**src/rtl/mod_port_if.sv**
```systemverilog
`default_nettype none
// ============================================================================
// Module      : mod_port_if
// Description : Handshake bundle between router core, output port and the
//               destination.
// Revision    : 1.0
// ============================================================================
interface mod_port_if #(
  parameter int WIDTH = 8
) ();
  logic             we;
  logic [WIDTH-1:0] din;
  logic             lfd;
  logic             reen;
  logic [WIDTH-1:0] dout;
  logic             vld_out;
  logic             full;
  logic             empty;
  logic             soft_rst;

  modport master (
    output we, din, lfd, reen,
    input  dout, vld_out, full, empty, soft_rst
  );

  modport slave (
    input  we, din, lfd, reen,
    output dout, vld_out, full, empty, soft_rst
  );
endinterface
`default_nettype wire

```
**src/rtl/mod_port.sv**
```systemverilog
`default_nettype none
// ============================================================================
// Module      : mod_port
// Description : Router output port. FIFO buffer with registered read data and
//               a stall timeout that flushes the port with a soft reset.
// Revision    : 1.0
// ============================================================================
module mod_port #(
  parameter int WIDTH   = 8,
  parameter int DEPTH   = 16,
  parameter int TIMEOUT = 30
) (
  input  wire logic     clk,
  input  wire logic     rst,
  mod_port_if.slave     bus
);

  localparam int AW = $clog2(DEPTH);
  localparam int CW = AW + 1;
  localparam int TW = $clog2(TIMEOUT + 1);
  localparam logic [CW-1:0] C_FULL_CNT = CW'(DEPTH);
  localparam logic [TW-1:0] C_TMR_MAX  = TW'(TIMEOUT - 1);

  logic [WIDTH:0]   mem_q [DEPTH];
  logic [AW-1:0]    wr_ptr_q, wr_ptr_d;
  logic [AW-1:0]    rd_ptr_q, rd_ptr_d;
  logic [CW-1:0]    count_q,  count_d;
  logic [TW-1:0]    timer_q,  timer_d;
  logic [WIDTH-1:0] dout_q,   dout_d;
  logic             soft_rst_q, soft_rst_d;

  logic full_w;
  logic empty_w;
  logic wr_en;
  logic rd_en;
  logic stall;
  logic flush;
  logic mem_we;

  assign full_w  = (count_q == C_FULL_CNT);
  assign empty_w = (count_q == '0);
  assign wr_en   = bus.we   && !full_w;
  assign rd_en   = bus.reen && !empty_w;
  assign stall   = !empty_w && !bus.reen;
  assign flush   = stall && (timer_q == C_TMR_MAX);
  // A write landing in the flush cycle is dropped along with the contents.
  assign mem_we  = wr_en && !flush;

  always_comb begin
    wr_ptr_d   = wr_ptr_q;
    rd_ptr_d   = rd_ptr_q;
    count_d    = count_q;
    timer_d    = timer_q;
    dout_d     = dout_q;
    soft_rst_d = 1'b0;

    if (flush) begin
      wr_ptr_d   = '0;
      rd_ptr_d   = '0;
      count_d    = '0;
      timer_d    = '0;
      dout_d     = '0;
      soft_rst_d = 1'b1;
    end else begin
      if (wr_en) begin
        wr_ptr_d = wr_ptr_q + AW'(1);
      end
      if (rd_en) begin
        rd_ptr_d = rd_ptr_q + AW'(1);
        dout_d   = mem_q[rd_ptr_q][WIDTH-1:0];
      end
      case ({wr_en, rd_en})
        2'b10:   count_d = count_q + CW'(1);
        2'b01:   count_d = count_q - CW'(1);
        default: count_d = count_q;
      endcase
      timer_d = stall ? (timer_q + TW'(1)) : '0;
    end
  end

  always_ff @(posedge clk or posedge rst) begin
    if (rst) begin
      wr_ptr_q   <= '0;
      rd_ptr_q   <= '0;
      count_q    <= '0;
      timer_q    <= '0;
      dout_q     <= '0;
      soft_rst_q <= 1'b0;
    end else begin
      wr_ptr_q   <= wr_ptr_d;
      rd_ptr_q   <= rd_ptr_d;
      count_q    <= count_d;
      timer_q    <= timer_d;
      dout_q     <= dout_d;
      soft_rst_q <= soft_rst_d;
    end
  end

  // Storage array carries no reset; occupancy is tracked by count_q alone.
  always_ff @(posedge clk) begin
    if (mem_we) begin
      mem_q[wr_ptr_q] <= {bus.lfd, bus.din};
    end
  end

  assign bus.dout     = dout_q;
  assign bus.vld_out  = !empty_w;
  assign bus.full     = full_w;
  assign bus.empty    = empty_w;
  assign bus.soft_rst = soft_rst_q;

endmodule
`default_nettype wire

```
**src/flat_wrapper.sv**
```systemverilog
// flat-port wrapper written by rule: the top's interface ports become plain ports
module mod_port_flat 
#(
  parameter int WIDTH   = 8,
  parameter int DEPTH   = 16,
  parameter int TIMEOUT = 30
)
  (clk, rst, bus_we, bus_din, bus_lfd, bus_reen, bus_dout, bus_vld_out, bus_full, bus_empty, bus_soft_rst);
  mod_port_if #(.WIDTH(WIDTH)) bus_i ();
  input  wire logic clk;
  input  wire logic rst;
  input wire logic [$bits(bus_i.we)-1:0] bus_we;
  input wire logic [$bits(bus_i.din)-1:0] bus_din;
  input wire logic [$bits(bus_i.lfd)-1:0] bus_lfd;
  input wire logic [$bits(bus_i.reen)-1:0] bus_reen;
  output wire logic [$bits(bus_i.dout)-1:0] bus_dout;
  output wire logic [$bits(bus_i.vld_out)-1:0] bus_vld_out;
  output wire logic [$bits(bus_i.full)-1:0] bus_full;
  output wire logic [$bits(bus_i.empty)-1:0] bus_empty;
  output wire logic [$bits(bus_i.soft_rst)-1:0] bus_soft_rst;
  assign bus_i.we = bus_we;
  assign bus_i.din = bus_din;
  assign bus_i.lfd = bus_lfd;
  assign bus_i.reen = bus_reen;
  assign bus_dout = bus_i.dout;
  assign bus_vld_out = bus_i.vld_out;
  assign bus_full = bus_i.full;
  assign bus_empty = bus_i.empty;
  assign bus_soft_rst = bus_i.soft_rst;
  mod_port #(.WIDTH(WIDTH), .DEPTH(DEPTH), .TIMEOUT(TIMEOUT)) u_core (.clk(clk), .rst(rst), .bus(bus_i));
endmodule
```
**config.mk**
```make
export PLATFORM = sky130hd
export DESIGN_NAME = mod_port_flat
export DESIGN_NICKNAME = d
export VERILOG_FILES = /design/src/rtl/mod_port_if.sv /design/src/rtl/mod_port.sv /design/src/flat_wrapper.sv
export SDC_FILE = /design/constraint.sdc
export NUM_CORES = 1
export LEC_CHECK = 0
export CAP_MARGIN = 20
export CORE_MARGIN = 2
export CORE_UTILIZATION = 45
export CTS_BUF_LIST = sky130_fd_sc_hd__clkbuf_2 sky130_fd_sc_hd__clkbuf_4 sky130_fd_sc_hd__clkbuf_8
export CTS_CLUSTER_DIAMETER = 50
export CTS_CLUSTER_SIZE = 12
export DETAILED_ROUTE_END_ITERATION = 6
export GPL_ROUTABILITY_DRIVEN = 1
export GPL_TIMING_DRIVEN = 0
export HOLD_SLACK_MARGIN = 0.06
export PLACE_DENSITY = 0.61
export REMOVE_ABC_BUFFERS = 1
export SYNTH_ARGS = -nofsm -noshare
export SYNTH_HDL_FRONTEND = slang
export SYNTH_SLANG_ARGS = --single-unit
```
**constraint.sdc**
```tcl
create_clock -name clk -period 7.2 [get_ports clk]
set_input_delay 1.44 -clock clk [delete_from_list [all_inputs] [get_ports clk]]
set_output_delay 1.44 -clock clk [all_outputs]
set_load 0.005 [all_outputs]
```
Yosys cells after proc, flatten, opt, wreduce, memory -nomap -nowiden
Memory sizes are Yosys's and may differ from the RTL's.
Cells that the tools add are included.
Word-level totals
  flip-flop bits (word level): 27
  RAM bits: 144
  input port bits: 13
  output and inout bits: 12
  word-level logic and storage cells: 42
  memories kept: 1
Operators by class
  add/sub/neg operators: 5
  equality and inequality tests: 4
  muxes and demuxes: 13
  reduce and logical (&&, ||, !) cells: 13
Memory list
  u_core.mem_q: words 16, bits a word 9, read ports 1, clocked after memory_dff 0, write ports 1, RTL line mod_port.sv:24  | logic [WIDTH:0] mem_q [DEPTH];
Operators by type and width (count)
  $mux 4: 4
  $mux 8: 2
  $mux 5: 3
  $add 5x1->5 const B: 2
  $eq 5x5->1 const B: 2
  $pmux 5 s2: 1
  $add 4x1->4 const B: 2
  $logic_and 1x1->1: 5
  $logic_not 5->1: 1
  $sub 5x1->5 const B: 1
  $logic_not 1->1: 4
  $reduce_bool 2->1: 2
  $mux 1: 3
  $reduce_bool 3->1: 1
  $eq 2x1->1 const B: 1
  $eq 2x2->1 const B: 1

Depth between registers and ports, before layout
  word-level depth: 8
  depth in mapped cells: 12
  gate-level depth less buffers: 12

Least setup slack after synthesis
Ideal clock, no wire load.
  kind: input-to-reg
  from: input port bus_we
  to: register u_core.count_q[4]
  library setup time: 77 ps
  arrival time: 3272 ps
  data required time: 7123 ps
  slack: 3851 ps
  stages on the path: 9
  buffers on the path: 0
  cell sequence: a21boi_1 > inv_1 > ha_1 > ha_1 > nor2b_1 > o21ai_0 > a211oi_1 > or3_1 > a21oi_1
On the way
  longest elaborated chain between the ends: 4
  elaborated cells on any way between the ends: 6
  classes of those cells: eq/ne: 2; mux: 2; reduce/logical: 2
RTL lines
  start: declaration: RTL line flat_wrapper.sv:12  | input wire logic [$bits(bus_i.we)-1:0] bus_we;
  $logic_and 1x1->1 (*): RTL line mod_port.sv:42  | assign wr_en = bus.we && !full_w;
  $eq 2x1->1 or $eq 2x2->1 (tied branches): RTL line mod_port.sv:72  | case ({wr_en, rd_en})
  $pmux 5 s2: RTL line mod_port.sv:72
  $mux 5: RTL line mod_port.sv:57  | if (flush) begin
  end signal: assignment: RTL line mod_port.sv:92  | count_q <= count_d;
  end: declaration: RTL line mod_port.sv:27  | logic [CW-1:0] count_q, count_d;
Every way passes the cells marked *; elsewhere a longest branch is shown, timed or not.
A chain may end at the register's enable or synchronous reset.

Worst setup path in the final report
  from: input port bus_reen
  to: register u_core.count_q[4]
On the way
  longest elaborated chain between the ends: 4
  elaborated cells on any way between the ends: 9
  classes of those cells: eq/ne: 2; mux: 2; reduce/logical: 5
RTL lines
  start: declaration: RTL line flat_wrapper.sv:15  | input wire logic [$bits(bus_i.reen)-1:0] bus_reen;
  $logic_and 1x1->1 or $logic_not 1->1 (tied branches): RTL line mod_port.sv:43, mod_port.sv:44
  $eq 2x1->1, or another cell as far along: RTL line mod_port.sv:72
  $pmux 5 s2 or $logic_and 1x1->1 (tied branches): RTL line mod_port.sv:72, mod_port.sv:45
  $mux 5 or $reduce_bool 3->1 (tied branches)
Parallel ways exist; a longest one is shown, timed or not.

==> impl_metrics.env <==
export IMPL_place_gp_congestion=0.731
export IMPL_swShare=0.307
export IMPL_worst_slew_pin_slew_ns=0.936
export IMPL_slew_violations=0
export IMPL_layout_drive_gt1_share=0.195
export IMPL_cts_tree="built"
export IMPL_power_density_nw_per_um2=364
export IMPL_cts_htree_levels=4
export IMPL_coreArea_sq_um=13800
export IMPL_grtUsageTotal=0.169
export IMPL_cts_resized=0
export IMPL_netlist_area_sq_um=6310
export IMPL_dieWidth_um=122
export IMPL_comb_power_share=0.269
export IMPL_p_switching_w=0.000794
export IMPL_hp_start="u_core.timer_q[0]"
export IMPL_die_area_sq_um=15000
export IMPL_syn_inst=361
export IMPL_placedInstanceArea_sq_um=6700
export IMPL_vias_per_cell=5.29
export IMPL_port_buffers=23
export IMPL_vias=3065
export IMPL_cts_clk_slew_worst_paths_ns=0.08
export IMPL_p_clk_frac=0.239
export IMPL_grt_max_degree=35
export IMPL_dp_final_hpwl_mm=7.28
export IMPL_drv_cap=0
export IMPL_final_cell_mix="edfxtp_1 (128), mux4_2 (32), nor2_1 (29)"
export IMPL_hold_buffers=0
export IMPL_p_leak_nw=2.42
export IMPL_die_h_um=122
export IMPL_ios=25
export IMPL_r2r_start="u_core.count_q[0]"
export IMPL_gr_total_overflow=0
export IMPL_avgSynthCellArea_sq_um=17.5
export IMPL_internal_power_w=0.00179
export IMPL_outcome="finished clean"
export IMPL_crit_arrival_ns=4.21
export IMPL_crit_path_start_kind="input port"
export IMPL_antenna_left=0
export IMPL_ys_warn_count=0
export IMPL_wl_per_cell_um=19.6
export IMPL_numCtsBuffers=17
export IMPL_ctsLongestPathBuffers=2
export IMPL_hold_violations=0
export IMPL_cts_sinks=155
export IMPL_power_w=0.00259
export IMPL_rsz0062_at_grt="false"
export IMPL_crit_type="in -> reg"
export IMPL_yosysUniqueCellTypes=36
export IMPL_fillers=1208
export IMPL_drt_total_wl_mm=11.3
export IMPL_area_growth_pct=12.6
export IMPL_fin_skew_ns=0.00910
export IMPL_cp_max_fo=22
export IMPL_fin_nets=411
export IMPL_min_period_ns=3.84
export IMPL_antenna_found_initial=0
export IMPL_crit_path_start="bus_reen"
export IMPL_cts_setup_buffers=0
export IMPL_fmax_mhz=261
export IMPL_rows=43
export IMPL_layout_worst_path_cycle_share=0.533
export IMPL_num_antenna_cells=0
export IMPL_peakVddDrop_uv=149
export IMPL_initial_core_util=0.458
export IMPL_first_pass_iters=4
export IMPL_power_frac_seq=0.492
export IMPL_drcViolationCount=0
export IMPL_drtIter0Drc=187
export IMPL_cp_required_ns=7.57
export IMPL_worst_setup_path_end_kind="flop"
export IMPL_finalInstanceArea_sq_um=7100
export IMPL_relSlewSlack=0.374
export IMPL_setup_tns_ns=0
export IMPL_synthArstFlopShare=0.174
export IMPL_setup_viol=0
export IMPL_ys_seq_area_frac=0.716
export IMPL_insertion_delay_ns=0.45
export IMPL_grt_pass1_vias=3138
export IMPL_cts_root_buf="clkbuf_8"
export IMPL_final_common_cell="edfxtp_1"
export IMPL_synthFlopType="edfxtp_1"
export IMPL_synth_edf_count=128
export IMPL_hold_class="reg -> reg"
export IMPL_grt_pass1_wl_mm=18.0
export IMPL_ys_ff_latch=155
## worst max-delay path: stages
cell and delay, ns:
clkdlybuf4s50_1 0.51, nand2_1 0.38, inv_1 0.23, ha_1 0.29, inv_1 0.10, fa_1 0.39, nor2b_1 0.16, o21ai_0 0.12
nor4b_1 0.17, or3_1 0.31, a21oi_1 0.12
## area by class of cell
class / count / area, sq um / area share
Multi-Input combinational cell: 173 / 1650 / 0.232
Inverter: 14 / 52.6 / 0.00740
Clock buffer: 19 / 249 / 0.0351
Clock inverter: 13 / 128 / 0.0180
Sequential cell: 155 / 4520 / 0.637
Timing Repair Buffer: 25 / 278 / 0.0391
Tap cell: 180 / 225 / 0.0317
## routing by layer
layer	wire length, um	share of wire	vias to the layer above	track usage
met1	5350	0.47	1558	0.233
met4	185	0.016	0	0.0690
met3	301	0.027	18	0.0418
met5	0	0	-	0
met2	5500	0.49	51	0.259
li1	-	-	1438	-
## stage by stage
step	util	setup slack (ns)	hold slack (ns)	instances
after floorplan	-	3.81	0.461	342
after global placement	0.485	2.98	0.479	545
after detailed placement	0.486	2.91	0.490	546
after CTS	0.514	3.38	0.502	578
after global routing	0.516	3.05	0.545	579
final	0.516	3.36	0.495	579
## power by group through the flow
| stage | Clock [W] | Combinational, W | Sequential [W] |
|---|---|---|---|
| 5_1_grt | 0.000674 | 0.000769 | 0.00130 |
| 4_1_cts | 0.000633 | 0.000704 | 0.00128 |
| 6_report | 0.000618 | 0.000695 | 0.00127 |
| 3_5_place_dp | 0 | 0.000701 | 0.00130 |
| 3_3_place_gp | 0 | 0.000658 | 0.00132 |
| 2_1_floorplan | 0 | 0.000470 | 0.00127 |
## synth_stat cells, types with 4 or more instances
cell type	count	area share
a21oi_1	7	0.0056
buf_2	5	0.0040
clkbuf_1	7	0.0042
dfrtp_1	27	0.11
edfxtp_1	128	0.61
ha_1	11	0.022
inv_1	12	0.0071
mux2i_1	9	0.014
mux4_2	32	0.11
nand2_1	15	0.0089
nand2_2	4	0.0040
nand3_1	13	0.010
nor2_1	29	0.017
nor3_2	4	0.0063
o21ai_0	12	0.0095
o221ai_1	8	0.011
xor2_1	6	0.0083
## path summary, 6_finish.rpt
path / to / cells after the start / slack [ns]
worst min register to register: u_core.timer_q[0] / 1 / 0.49
max in group asynchronous: u_core.rd_ptr_q[3] / 3 / 5.53
worst max register to register: u_core.count_q[4] / 11 / 3.87
worst min-delay path: u_core.timer_q[0] / 1 / 0.49
worst max-delay path: u_core.count_q[4] / 11 / 3.36
min in group asynchronous: u_core.rd_ptr_q[1] / 2 / 1.25
## state kept, by name, indices dropped and copies added, names as in the netlist
signal,count
u_core.mem_q,128
u_core.count_q,5
u_core.wr_ptr_q,4
u_core.rd_ptr_q,4
u_core.bus.soft_rst,1
u_core.timer_q,5
u_core.bus.dout,8
## cells by family after synthesis
group,Yosys count,share of synthesized area
flip-flops,155,0.716
AND/OR/NAND/NOR,81,0.0652
multiplexers,41,0.129
buffers and inverters,33,0.0226
AO/OA/AOI/OAI,30,0.0298
adder cells (fa/ha/maj),12,0.0250
XOR/XNOR,9,0.0125
Power figures use the tool's default switching activity.
